## src/rtl/syn_down_timer_pkg.sv

```systemverilog
// Shared encodings and defaults for the loadable down-counting timer.
package syn_timer_pkg;

    localparam int DEFAULT_BITS = 32;

    typedef enum logic [1:0] {
        IDLE = 2'b00,
        RUN  = 2'b01,
        DONE = 2'b10
    } state_t;

endpackage

```

## src/rtl/syn_down_timer_if.sv

```systemverilog
// Control/status bundle of the down timer; master drives control, slave is the timer.
interface syn_down_timer_if
    import syn_timer_pkg::*;
#(
    parameter int BITS = DEFAULT_BITS
);
    logic            load;
    logic [BITS-1:0] load_val;
    logic            start;
    logic            stop;
    logic            periodic;
    logic [BITS-1:0] count;
    logic            busy;
    logic            done;
    logic            tc;

    modport master (
        output load, load_val, start, stop, periodic,
        input  count, busy, done, tc
    );

    modport slave (
        input  load, load_val, start, stop, periodic,
        output count, busy, done, tc
    );
endinterface

```

## src/rtl/syn_down_timer_counter.sv

```systemverilog
// Count register of the timer: load beats reload beats decrement; never goes below zero.
module syn_nbit_down_counter
    import syn_timer_pkg::*;
#(
    parameter int BITS = DEFAULT_BITS
) (
    input  logic            clk,
    input  logic            rst,
    input  logic            i_load,
    input  logic [BITS-1:0] i_load_val,
    input  logic            i_reload,
    input  logic [BITS-1:0] i_reload_val,
    input  logic            i_dec,
    output logic [BITS-1:0] o_count,
    output logic            o_is_one,
    output logic            o_is_zero
);
    logic [BITS-1:0] r_count;

    always_ff @(posedge clk or posedge rst) begin
        if (rst) begin
            r_count <= '0;
        end else if (i_load) begin
            r_count <= i_load_val;
        end else if (i_reload) begin
            r_count <= i_reload_val;
        end else if (i_dec && (r_count != '0)) begin
            r_count <= r_count - BITS'(1);
        end
    end

    assign o_count   = r_count;
    assign o_is_one  = (r_count == BITS'(1));
    assign o_is_zero = (r_count == '0);
endmodule

```

## src/rtl/syn_down_timer.sv

```systemverilog
// Down timer top: IDLE/RUN/DONE control FSM, reload register and registered status flags.
module syn_down_timer
    import syn_timer_pkg::*;
#(
    parameter int BITS = DEFAULT_BITS
) (
    input logic             clk,
    input logic             rst,
    syn_down_timer_if.slave bus
);
    state_t          r_state;
    state_t          w_state_next;
    logic [BITS-1:0] r_reload;
    logic            r_busy;
    logic            r_done;
    logic            r_tc;

    logic            w_is_one;
    logic            w_is_zero;
    logic            w_cnt_reload;
    logic            w_cnt_dec;
    logic            w_tc_next;
    logic            w_run_step;
    logic            w_start_ok;

    syn_nbit_down_counter #(.BITS(BITS)) u_counter (
        .clk          (clk),
        .rst          (rst),
        .i_load       (bus.load),
        .i_load_val   (bus.load_val),
        .i_reload     (w_cnt_reload),
        .i_reload_val (r_reload),
        .i_dec        (w_cnt_dec),
        .o_count      (bus.count),
        .o_is_one     (w_is_one),
        .o_is_zero    (w_is_zero)
    );

    // State, reload and flags; flags follow the next state so they are valid with the count.
    always_ff @(posedge clk or posedge rst) begin
        if (rst) begin
            r_state  <= IDLE;
            r_reload <= '0;
            r_busy   <= 1'b0;
            r_done   <= 1'b0;
            r_tc     <= 1'b0;
        end else begin
            r_state <= w_state_next;
            r_busy  <= (w_state_next == RUN);
            r_done  <= (w_state_next == DONE);
            r_tc    <= w_tc_next;
            if (bus.load) begin
                r_reload <= bus.load_val;
            end
        end
    end

    // A stop masks a coincident start, a load masks both.
    assign w_start_ok = !bus.load && !bus.stop && bus.start;
    assign w_run_step = (r_state == RUN) && !bus.load && !bus.stop;

    always_comb begin
        w_state_next = r_state;
        if (bus.load) begin
            w_state_next = IDLE;
        end else begin
            case (r_state)
                IDLE: if (w_start_ok && !w_is_zero) w_state_next = RUN;
                RUN: begin
                    if (bus.stop) begin
                        w_state_next = IDLE;
                    end else if (w_is_one && !bus.periodic) begin
                        w_state_next = DONE;
                    end
                end
                DONE:    if (w_start_ok && (r_reload != '0)) w_state_next = RUN;
                default: w_state_next = IDLE;
            endcase
        end
    end

    always_comb begin
        w_cnt_reload = (w_run_step && w_is_one && bus.periodic)
                    || ((r_state == DONE) && w_start_ok && (r_reload != '0));
        w_cnt_dec    = w_run_step && !(w_is_one && bus.periodic);
        w_tc_next    = w_run_step && w_is_one;
    end

    assign bus.busy = r_busy;
    assign bus.done = r_done;
    assign bus.tc   = r_tc;
endmodule

```

## src/flat_wrapper.sv

```systemverilog
// flat-port wrapper written by rule: the top's interface ports become plain ports
module syn_down_timer_flat import syn_timer_pkg::*;
#(
    parameter int BITS = DEFAULT_BITS
)
  (clk, rst, bus_load, bus_load_val, bus_start, bus_stop, bus_periodic, bus_count, bus_busy, bus_done, bus_tc);
  syn_down_timer_if #(.BITS(BITS)) bus_i ();
  input logic clk;
  input logic rst;
  input wire logic [$bits(bus_i.load)-1:0] bus_load;
  input wire logic [$bits(bus_i.load_val)-1:0] bus_load_val;
  input wire logic [$bits(bus_i.start)-1:0] bus_start;
  input wire logic [$bits(bus_i.stop)-1:0] bus_stop;
  input wire logic [$bits(bus_i.periodic)-1:0] bus_periodic;
  output wire logic [$bits(bus_i.count)-1:0] bus_count;
  output wire logic [$bits(bus_i.busy)-1:0] bus_busy;
  output wire logic [$bits(bus_i.done)-1:0] bus_done;
  output wire logic [$bits(bus_i.tc)-1:0] bus_tc;
  assign bus_i.load = bus_load;
  assign bus_i.load_val = bus_load_val;
  assign bus_i.start = bus_start;
  assign bus_i.stop = bus_stop;
  assign bus_i.periodic = bus_periodic;
  assign bus_count = bus_i.count;
  assign bus_busy = bus_i.busy;
  assign bus_done = bus_i.done;
  assign bus_tc = bus_i.tc;
  syn_down_timer #(.BITS(BITS)) u_core (.clk(clk), .rst(rst), .bus(bus_i));
endmodule
```

## config.mk

```make
export PLATFORM = sky130hd
export DESIGN_NAME = syn_down_timer_flat
export DESIGN_NICKNAME = d
export VERILOG_FILES = /design/src/rtl/syn_down_timer_pkg.sv /design/src/rtl/syn_down_timer_if.sv /design/src/rtl/syn_down_timer_counter.sv /design/src/rtl/syn_down_timer.sv /design/src/flat_wrapper.sv
export SDC_FILE = /design/constraint.sdc
export NUM_CORES = 1
export LEC_CHECK = 0
export BUFFER_PORTS_ARGS = -buffer_cell sky130_fd_sc_hd__buf_4
export CAP_MARGIN = 40
export CORE_UTILIZATION = 40
export CTS_CLUSTER_SIZE = 24
export DETAILED_ROUTE_END_ITERATION = 16
export PLACE_DENSITY = 0.67
export SLEW_MARGIN = 20
export SYNTH_ARGS = -nofsm -noshare
export SYNTH_HDL_FRONTEND = slang
export SYNTH_SLANG_ARGS = --single-unit
```

## constraint.sdc

```tcl
create_clock -name clk -period 5 [get_ports clk]
set_clock_uncertainty 0.2 [all_clocks]
set_input_delay 0.25 -clock clk [delete_from_list [all_inputs] [get_ports clk]]
set_output_delay 0.25 -clock clk [all_outputs]
set_load 0.005 [all_outputs]
```

### Word-level counts from Yosys, hierarchy flattened

Cells that the tools add are included.

| cells by class | value |
|---|---|
| reductions and logical operators | 25 |
| $add $sub $neg | 1 |
| multiplexer cells | 9 |
| equality and inequality tests | 5 |

Operator list:

| kind | count |
|---|---|
| 32-bit two-way mux | 3 |
| 32-bit nonzero test | 2 |
| 32-bit by 1-bit == test with 1-bit output, second input constant | 1 |
| 32-bit logical NOT | 1 |
| 32-bit by 1-bit subtractor with 32-bit output, second input constant | 1 |
| 1-bit logical AND | 14 |
| 2-bit two-way mux | 5 |
| 2-bit case mux with 3 select lines | 1 |
| 1-bit logical NOT | 5 |
| 2-bit by 1-bit == test with 1-bit output, second input constant | 2 |
| 2-bit == test, second input constant | 2 |
| 3-bit nonzero test | 1 |
| 2-bit logical NOT | 1 |
| 1-bit logical OR | 1 |

| word-level totals | value |
|---|---|
| register bits | 69 |
| word-level logic and storage cells | 46 |
| bits of input ports | 38 |

### Longest topological paths before layout

| logic depth | value |
|---|---|
| depth after elaboration | 8 |
| depth in mapped cells | 9 |
| depth with buffers taken out | 8 |

### Modules after synthesis

From an unflattened synthesis, not the netlist that was laid out.

| unflattened totals | value |
|---|---|
| cell total of the unflattened synthesis | 355 |
| area total of the unflattened synthesis | 3709.8 um^2 |

By module, submodules not included:

| module | area an instance (um^2) | cells each | times used |
|---|---|---|---|
| syn_nbit_down_counter | 2210.9 | 250 | 1 |
| syn_down_timer | 1498.9 | 105 | 1 |

### Worst setup path after synthesis

Ideal clock, no wire load.

| timing | value |
|---|---|
| path type | reg-to-reg |
| start point | register u_core.u_counter.r_count[0] (netlist: u_core.u_counter.o_count[0]) |
| end point | register u_core.u_counter.r_count[24] (netlist: u_core.u_counter.o_count[24]) |
| setup slack | 2.489 ns |
| path buffers | 0 |
| period minus slack after synthesis | 2.511 ns |
| arrival time | 2.185 ns |
| stages on the path, launching flop included | 9 |
| path through | dfrtp_1 > inv_1 > ha_1 > or3b_2 > nor2_1 > nand4_1 > xnor2_1 > mux2_2 > a221o_1 |

| on the way | value |
|---|---|
| word-level cells in the longest chain between the ends | 6 |
| elaborated cells between the ends (all ways) | 14 |
| classes of those cells | add/sub (1); eq/ne (1); mux (3); reduce/logical (9) |

RTL lines:

| element | line | RTL |
|---|---|---|
| start, declared | syn_down_timer_counter.sv:18 | `logic [BITS-1:0] r_count;` |
| start signal, assigned | syn_down_timer_counter.sv:24 | `r_count <= i_load_val;` |
| start signal, assigned | syn_down_timer_counter.sv:26 | `r_count <= i_reload_val;` |
| start signal, assigned | syn_down_timer_counter.sv:28 | `r_count <= r_count - BITS'(1);` |
| branches (longest 6 deep; another with 32-bit by 1-bit subtractor with 32-bit output) | n/a |  |

Several ways; the timed one is not identified. The select of a mux whose other input is x is not followed.
A chain may end at the register's enable or synchronous reset.

### Worst setup path in the final report

| timing | value |
|---|---|
| start point | register u_core.r_state[1] |
| end point | register u_core.u_counter.r_count[24] (netlist: u_core.u_counter.o_count[24]) |

| on the way | value |
|---|---|
| word-level cells in the longest chain between the ends | 8 |
| elaborated cells between the ends (all ways) | 14 |
| classes of those cells | eq/ne (2); mux (2); reduce/logical (10) |

RTL lines:

| element | line | RTL |
|---|---|---|
| start, declared | syn_down_timer.sv:11 | `state_t r_state;` |
| start signal, assigned | syn_down_timer.sv:48 | `r_state <= w_state_next;` |
| 2-bit by 1-bit == test with 1-bit output | syn_down_timer.sv:60 | `assign w_run_step = (r_state == RUN) && !bus.load && !bus.stop;` |
| 1-bit logical AND (2 in series) | syn_down_timer.sv:60 |  |
| 1-bit logical AND (2 in series) | syn_down_timer.sv:83 | `w_cnt_reload = (w_run_step && w_is_one && bus.periodic)` |
| 1-bit logical OR | syn_down_timer.sv:84 | `\|\| ((r_state == DONE) && w_start_ok && (r_reload != '0));` |
| 32-bit two-way mux | syn_down_timer_counter.sv:25 | `end else if (i_reload) begin` |
| 32-bit two-way mux | syn_down_timer_counter.sv:23 | `end else if (i_load) begin` |

Several ways; a longest one is shown, not always the timed one.

==> impl_metrics.csv <==
group,metric,value,unit
worst_setup_path,arrival,3.39,ns
worst_setup_path,r2r_start,"u_core.r_state[1]",
logic_synthesis,syn_inst,416,
floorplan,die_w,102,µm
worst_setup_path,start_kind,"flop",
global_route,grt_antenna_before_repair,0,
power,ir_worst_vdd,0.153,mV
logic_synthesis,synth_area,3980,µm²
finish,final_cell_mix,"buf_4 (76), dfrtp_1 (69), nand2_1 (36), nor2_1 (27), dlygate4sd3_1 (27)",
logic_synthesis,synth-edff-count,0,
timing,final.setup.tns,0,ns
timing,final_max_slew_viol_count,0,
drt,wl,12.1,mm
global_route,grt.total_usage,25.0,%
clock_tree,clkSlewWorstSetupHoldPaths,0.07,ns
global_route,grt.overflow.total,0,
clock_tree,cts_buffer_depth,2,
place,dp_worst_setup_slack,1.76,ns
finish,nNetsFinal,548,
timing,fin_crit,3.36,ns
logic_synthesis,ys_seq_area_share,43.4,%
clock_tree,cts-resized-gates,0,
place,dp_hpwl,8.49,mm
floorplan,ios,73,
floorplan,die_y,102,µm
power,power.static_leakage,2.09,nW
floorplan,start_util,41.1,%
global_route,grt_pass1_vias,3710,
clock_tree,clk_latency,0.35,ns
place,gp_congestion,0.907,
place,placed_cell_area,4620,µm²
power,total_power,0.00140,W
hold_path,min_path_type,"primary input to flop",
hold_path,whs_endpoint,"u_core.r_reload[21]",
logic_synthesis,synth.avg_cell_area,9.56,µm²
drt,postRouteAntennaNets,0,
hold_path,holdPathStages,3,
finish,final_area,5060,µm²
logic_synthesis,ys_warn_count,0,
floorplan,core,9680,µm²
drt,detailroute.via_count,3889,
clock_tree,cts_root_buf,"clkbuf_8",
drt,wl_per_cell,18.8,µm
worst_setup_path,r2r-end,"u_core.u_counter.o_count[24]",
timing,final_hold_viol_count,0,
finish,area_growth,27.3,%
worst_setup_path,reg2reg_depth,6,
place,io_buffers,72,
logic_synthesis,synth_seq_cells,69,
timing,slew_headroom,39.7,%
clock_tree,tritoncts,"built",
worst_setup_path,required,5.02,ns
logic_synthesis,syn_nets,457,
timing,holdWs,0.0315,ns
logic_synthesis,synth_ff_type,"dfrtp_1",
drt,viasPerCell,6.03,
timing,worst_slack,1.64,ns
clock_tree,cts_buffers,9,
timing,fmax,297,MHz
clock_tree,clkSinkCount,69,
logic_synthesis,synthArstFlopShare,100,%
timing,period_share,67.3,%
worst_setup_path,r2r_setup_slack,1.64,ns
drt,first_pass_iters,10,
floorplan,dieArea,10300,µm²
timing,tightest_slew,0.896,ns
worst_setup_path,worstSetupPathType,"flop to flop",
hold_path,hp-start,"bus_load_val[21]",
power,power_density,276,nW/µm²
finish,drive_above_1_share,24.4,%
worst_setup_path,worst_setup_path_end_kind,"flop",
flow_run,drv_cap,0,
finish,diodes,0,
global_route,grt_max_degree,76,
clock_tree,htree_levels,3,
timing,grt_setup_unrepaired,"no",
logic_synthesis,yosysUniqueCellTypes,66,
clock_tree,post_cts_buffers,0,
global_route,grt_pass1_wl,19.4,mm
drt,dr.first_iter.drc_count,350,
floorplan,core.rowCount,36,
finish,final_common_cell,"buf_4",
worst_setup_path,crit_fanout,12,
drt,drc,0,
run_status,status,"completed",
timing,setup_violations,0,
clock_tree,hold_buffers,27,
## routing by layer
metal | part of all wire [%] | GRT usage, % | vias up
met5 | 0 | 0 | -
met3 | 7.0 | 4.83 | 52
li1 | - | - | 1767
met2 | 45 | 37.0 | 194
met1 | 44 | 34.3 | 1876
met4 | 4.3 | 14.0 | 0
## cells by family after synthesis
family	count (synthesis)	synth area share, %
AOI/OAI and AO/OA	118	21.7
adders and majority gates	3	0.944
muxes	19	5.28
DFF	69	43.4
buffers and inverters	40	4.37
xor gates and xnor gates	8	1.76
and+or+nand+nor	159	22.6
## worst max-delay path, stage by stage (launching register included)
cell and delay [ns]:
dfrtp_1 0.47, nor3b_2 0.52, and3_1 0.27, nand4_1 0.42, nand2_1 0.63, mux2_2 0.40, a221o_1 0.32
## worst max-delay path by stage
stage | cells past startpoint | start | endpoint | slack [ns]
after floorplan | 8 | u_core.u_counter.o_count[0] | u_core.u_counter.o_count[24] | 2.49
after global placement | 6 | u_core.r_state[1] | u_core.u_counter.o_count[24] | 1.82
after detailed placement | 6 | u_core.r_state[1] | u_core.u_counter.o_count[24] | 1.76
after CTS | 6 | u_core.r_state[1] | u_core.u_counter.o_count[24] | 1.71
after global routing | 6 | u_core.u_counter.o_count[2] | u_core.u_counter.o_count[24] | 1.42
final | 6 | u_core.r_state[1] | u_core.u_counter.o_count[24] | 1.64
## synthesized netlist by cell type (9+ instances only)
library cell | number | area share (%)
a21oi_1 | 13 | 1.6
buf_2 | 10 | 1.3
dfrtp_1 | 69 | 43
inv_1 | 16 | 1.5
mux2_2 | 16 | 4.5
nand2_1 | 36 | 3.4
nand3_1 | 9 | 1.1
nand4_1 | 11 | 1.7
nor2_1 | 27 | 2.5
nor3_1 | 12 | 1.5
nor4_1 | 16 | 2.5
o211ai_1 | 10 | 1.9
o21ai_0 | 26 | 3.3
## report_power, final
| part | switching [W] | internal, W |
|---|---|---|
| registers | 0.0000817 | 0.000613 |
| logic | 0.000137 | 0.000150 |
| clock network | 0.000206 | 0.000208 |
| total | 0.000425 | 0.000971 |
## through the flow
stage / util (%) / instances
floorplan: - / 416
finish: 52.3 / 645
global route: 52.3 / 645
global placement: 47.5 / 601
detailed placement: 47.7 / 602
CTS: 52.3 / 645
## cell type report
| class | instances | area, µm² |
|---|---|---|
| fillers | 894 | 4620 |
| clock buffers | 15 | 166 |
| inverters | 16 | 60.1 |
| well taps | 133 | 166 |
| flip-flops and latches | 69 | 1730 |
| repair buffers | 104 | 861 |
| multi-input cells | 307 | 2080 |
| clock inverters | 1 | 5.00 |
## registers in the layout, indices dropped and copies added (netlist names)
signal                    count
u_core.r_reload              32
u_core.u_counter.o_count     32
u_core.r_state                2
u_core.bus.busy               1
u_core.bus.done               1
u_core.bus.tc                 1
(Power assumes the default switching activity.)
